$ cat src/rtl/fifo_reader.sv
// fifo_reader
//   Drains the read side of a dual-clock FIFO into a ready/valid stream.
//   A 2-entry in-order skid buffer absorbs the one-cycle FIFO read latency,
//   so the stream can move one word per cycle while m_ready stays high.
//   Frames are FRAME_LEN words long, and m_last marks the final word of
//   each frame.
//
// Ports
//   rd_clk      in   single clock; all state updates on its rising edge
//   areset_n    in   synchronous active-low reset
//   fifo_empty  in   FIFO empty flag
//   fifo_q      in   FIFO read data, valid the cycle after fifo_read
//   fifo_read   out  FIFO read strobe (combinational)
//   m_data      out  stream data (buffer head)
//   m_valid     out  stream data valid
//   m_ready     in   downstream accepts data
//   m_last      out  last word of the current frame
//   word_cnt    out  total words transferred, modulo 2^16
module fifo_reader #(
  parameter int DWIDTH    = 16,
  parameter int FRAME_LEN = 32
) (
  input  logic              rd_clk,
  input  logic              areset_n,
  input  logic              fifo_empty,
  input  logic [DWIDTH-1:0] fifo_q,
  output logic              fifo_read,
  output logic [DWIDTH-1:0] m_data,
  output logic              m_valid,
  input  logic              m_ready,
  output logic              m_last,
  output logic [15:0]       word_cnt
);

  localparam int             FW       = (FRAME_LEN > 1) ? $clog2(FRAME_LEN) : 1;
  localparam logic [FW-1:0]  FIDX_MAX = FW'(FRAME_LEN - 1);

  logic [DWIDTH-1:0] slot0;   // buffer head
  logic [DWIDTH-1:0] slot1;   // buffer second entry
  logic [1:0]        occ;
  logic              infl;
  logic [FW-1:0]     fidx;
  logic [15:0]       cnt;

  logic              pop;
  logic [2:0]        load;

  always_comb begin
    m_valid   = areset_n & (occ != 2'd0);
    pop       = m_valid & m_ready;
    // Slots committed after this edge: buffered + in flight - leaving now.
    // pop implies occ >= 1, so this never underflows.
    load      = {1'b0, occ} + {2'b0, infl} - {2'b0, pop};
    fifo_read = areset_n & ~fifo_empty & (load < 3'd2);
    m_last    = m_valid & (fidx == FIDX_MAX);
    m_data    = slot0;
    word_cnt  = areset_n ? cnt : '0;
  end

  always_ff @(posedge rd_clk) begin
    if (!areset_n) begin
      occ  <= '0;
      infl <= 1'b0;
      fidx <= '0;
      cnt  <= '0;
    end else begin
      infl <= fifo_read;

      if (pop) begin
        fidx <= (fidx == FIDX_MAX) ? '0 : fidx + 1'b1;
        cnt  <= cnt + 16'd1;
      end

      // Capture lands at the tail; a simultaneous pop shifts the head out
      // first, so the tail position depends on occupancy.
      case ({infl, pop})
        2'b11: begin
          if (occ == 2'd2) begin
            slot0 <= slot1;
            slot1 <= fifo_q;
          end else begin
            slot0 <= fifo_q;
          end
        end
        2'b01: begin
          slot0 <= slot1;
          occ   <= occ - 2'd1;
        end
        2'b10: begin
          if (occ == 2'd0) slot0 <= fifo_q;
          else             slot1 <= fifo_q;
          occ <= occ + 2'd1;
        end
        default: ;
      endcase
    end
  end

endmodule

$ cat config.mk
export PLATFORM = sky130hd
export DESIGN_NAME = fifo_reader
export DESIGN_NICKNAME = d
export VERILOG_FILES = /design/src/rtl/fifo_reader.sv
export SDC_FILE = /design/constraint.sdc
export NUM_CORES = 1
export LEC_CHECK = 0
export BUFFER_PORTS_ARGS = -buffer_cell sky130_fd_sc_hd__buf_2
export CORE_MARGIN = 2
export CORE_UTILIZATION = 54
export DETAILED_ROUTE_END_ITERATION = 16
export GPL_TIMING_DRIVEN = 0
export PLACE_DENSITY = 0.82
export SYNTH_ARGS = -nofsm -noshare
export SYNTH_HDL_FRONTEND = slang
export SYNTH_SLANG_ARGS = --single-unit
$ cat constraint.sdc
create_clock -name rd_clk -period 5.5 [get_ports rd_clk]
set_clock_uncertainty 0.15 [all_clocks]
set_input_delay 1.1 -clock rd_clk [delete_from_list [all_inputs] [get_ports rd_clk]]
set_output_delay 1.1 -clock rd_clk [all_outputs]
set_load 0.01 [all_outputs]
Word-level counts from Yosys, hierarchy flattened. Cells that the tools add are included.

Logic and storage cells: 43. Input bits: 20. Output and inout bits: 35. Bits in registers: 56.

Bitwise operators: 6. Reductions and logical operators: 7. Order comparisons: 1. Equality and inequality tests: 8. $add $sub $neg: 6. Muxes and demuxes: 9.

Operators by type and width (number): 16-bit two-way mux (5); 16-bit case mux with 3 select lines (1); 16-bit case mux with 2 select lines (1); 16-bit by 1-bit adder with 16-bit output, second input constant (1); 2-bit equality test, second input constant (3); 2-bit != test, second input constant (3); 2-bit nonzero test (3); 5-bit by 1-bit adder with 5-bit output, second input constant (1); 1-bit AND (5); 5-bit equality test, second input constant (1); 5-bit two-way mux (1); 2-bit case mux with 2 select lines (1); 4-bit AND reduction (1); 2-bit by 1-bit adder with 3-bit output (1); 3-bit by 2-bit < comparator with 1-bit output, second input constant (1); 3-bit AND reduction (1); 3-bit nonzero test (1); 3-bit by 1-bit subtractor with 3-bit output (1); 2-bit by 1-bit adder with 2-bit output, second input constant (1); 2-bit by 1-bit equality test with 1-bit output, second input constant (1); 2-bit logical NOT (1); 2-bit by 1-bit subtractor with 2-bit output, second input constant (1); 1-bit NOT (1).

Depth between registers and ports, before layout.
Word-level depth: 6. Mapped depth: 9. Depth with buffers taken out: 6.

Least setup slack after synthesis. OpenSTA, ideal clock, no wires.

Kind: input to output. Start: input port m_ready. End: output port fifo_read. Stages: 8. Buffers on the path: 2. Data arrival time: 2.985 ns. Required time: 4.250 ns. Setup slack: 1.265 ns. Cell sequence: o211ai_4 -> ha_1 -> clkbuf_1 -> clkbuf_1 -> nand2_1 -> fa_1 -> xor2_1 -> nor3_1.

Word-level cells in the longest chain between the ends: 4.

Ends and longest elaborated chain: start, declared (RTL line 30) `input logic m_ready,`; 1-bit AND (RTL line 50) `pop = m_valid & m_ready;`; 3-bit by 1-bit subtractor with 3-bit output (RTL line 53) `load = {1'b0, occ} + {2'b0, infl} - {2'b0, pop};`; 3-bit by 2-bit < comparator with 1-bit output (RTL line 54) `fifo_read = areset_n & ~fifo_empty & (load < 3'd2);`; 1-bit AND (RTL line 54); end, declared (RTL line 27) `output logic fifo_read,`.

No other way between the ends.

Worst setup path in the final report.
Start: input port areset_n. End: output port fifo_read.

Word-level cells in the longest chain between the ends: 5. Elaborated cells on any way between the ends: 6. Those cells by class: add/sub (1); order compare (1); bitwise (4).

Ends and longest elaborated chain: start, declared (RTL line 24) `input logic areset_n,`; 1-bit AND (RTL line 49) `m_valid = areset_n & (occ != 2'd0);`; 1-bit AND (RTL line 50); 3-bit by 1-bit subtractor with 3-bit output (RTL line 53); 3-bit by 2-bit < comparator with 1-bit output (RTL line 54); 1-bit AND (*) (RTL line 54).

Mark *: on every way between the ends. The rest lies on a longest branch, timed or not.

==> results.ini <==
[outcome]
outcome = complete, no violations

[sta]
finalMaxSlewViolations = 0
rsz0062_at_grt = false
slew_headroom = 0.435
setup_viol = 0
max_freq_ghz = 0.208
min_period_ns = 4.80
finalCritPeriodShare = 0.873
setup_ws_ns = 0.696
tightest_slew_ns = 0.842
finalSetupTns_ns = 0
hold_viol_final = 0

[route]
ant_nets = 0
finalWirelength_mm = 5.82
vias = 2153
wl_per_cell_um = 15.0
dr.pass1.iters = 4
drc_errors = 0
avgViaCountPerCell = 5.56
drtIter0Drc = 136

[synthesis]
synth_cell_types = 37
ys_seq_area_frac = 0.528
ys_warn_count = 0
synth_seq_cells = 56
synth_area_sq_mm = 0.00273
syn_inst = 256
synth_ff_type = edfxtp_1
async_flop_share = 0
synth_nets = 285
avgSynthCellArea_sq_um = 10.7
synth_edf_count = 32

[floorplan]
die_h_um = 75.1
initial_core_util = 0.571
rows = 25
dieArea_sq_mm = 0.00564
die_w_um = 75.1
pin_count = 55
coreArea_sq_mm = 0.00479

[final_layout]
final_cell_mix = buf_2, edfxtp_1, dfxtp_1
fin_cells = 387
fin_nets = 348
final_core_util = 0.672
final_common_cell = buf_2
drive_above_1_share = 0.244
diodes = 0
areaGrowthSynthToFinish_pct = 17.7

[cts]
cts_buffers = 5
cts_resized = 0
clock_sinks = 56
cts_buffer_depth = 2
holdBufCountCts = 0
cts.reportedPaths.clkPinSlew_ns = 0.09
worstSkewPairLatency_ns = 0.31
htree_levels = 2
cts_tree = yes
post_cts_buffers = 0
root_buffer = clkbuf_8

[worst_setup_path]
critPathMaxFanout = 11
endpoint_kind = primary output
cpMaxStageDelayCell = clkbuf_1
worstPathArrival_ns = 3.55
max_stage_delay_ns = 0.45
critical_path_class = in2out
path_buf_inv = 4
required_ns = 4.25
crit_path_start_kind = input pin
path_cells = buf_2, o211ai_4, ha_1, clkbuf_1, clkbuf_1, nand2_1, fa_1, xor2_1, nor3_1, buf_2
cp_top_family = buffers and inverters

[power_and_ir_drop]
irDropWorstVdd_mv = 0.218
leakagePower_uw = 0.00131
power.density_mw_per_mm2 = 361

[global_routing]
antenna_found_initial = 0
grt_pass1_wl_mm = 9.20
grt_pass1_vias = 1979
grt_max_degree = 16
grt_remaining_overflow = 0
grt_use_total = 0.221

[place]
dp_cells = 379
dp_worst_setup_slack_ns = 0.734
port_buffers = 54
place_congestion = 0.783
dp_hpwl_mm = 4.11

[min_path]
hp-class = reg2reg

[job]
drv_cap = 0

state kept, by name (all words and copies together) (netlist names):
name,cells
fidx,5
cnt,16
occ,2
slot1,16
infl,1
m_data,16
synth_stat cells, drive strengths merged, types with 7 or more instances:
library cell  count  area share
nand2            14       0.020
nand4             9       0.023
edfxtp           32        0.35
clkbuf           11       0.015
a21oi            21       0.038
ha                8       0.037
dfxtp            24        0.18
nor2b            17       0.039
a22oi            16       0.044
o21ai             7       0.013
inv               8       0.012
and2             13       0.030
a211oi           16       0.044
nor2             12       0.016
xor2              7       0.022
worst paths after layout:
path / slack [ns] / from / endpoint / depth (start not counted)
worst max-delay path: 0.70 / areset_n / fifo_read / 10
worst max register to register: 2.41 / occ[1] / slot1[15] / 7
worst min-delay path: 0.30 / cnt[15] / cnt[15] / 1
worst min register to register: 0.30 / cnt[15] / cnt[15] / 1
per-stage QoR:
stage / instance area [sq um] / hold WS (ns) / total power (uW)
final: 3220 / 0.298 / 1160
after global routing: 3220 / 0.342 / 1230
after CTS: 3220 / 0.297 / 1170
after detailed placement: 3120 / 0.274 / 927
after global placement: 3090 / 0.273 / 905
after floorplan: 2730 / 0.260 / 808
logic make-up (layout without fill, tap and decap cells):
logic type	count (synthesis)	count (layout)	synth area share
xor+xnor	10	10	0.0321
buf+inv	24	88	0.0389
fa+ha+maj	9	9	0.0440
mux	6	6	0.0224
simple gates	86	86	0.177
compound gates	65	65	0.158
flops	56	56	0.528
final cells by class:
cell class	count	area (sq um)
buffer	16	73.8
clock buffer	8	97.6
fill	374	1570
inverter	8	32.5
multi-input combinational	176	1190
sequential	56	1440
tap	67	83.8
timing repair buffer	56	293
report_power, final:
part           internal [uW]  total [uW]  switching [uW]
combinational            143         377             234
sequential               516         544            27.5
clock                    113         241             128
total                    772        1160             389
routing by layer:
layer | track usage | wire (um)
met4 | 0.0833 | 91
met3 | 0.0656 | 334
met2 | 0.340 | 2830
met5 | 0 | 0
met1 | 0.297 | 2570
No activity file was read; power rests on OpenSTA's default activity.
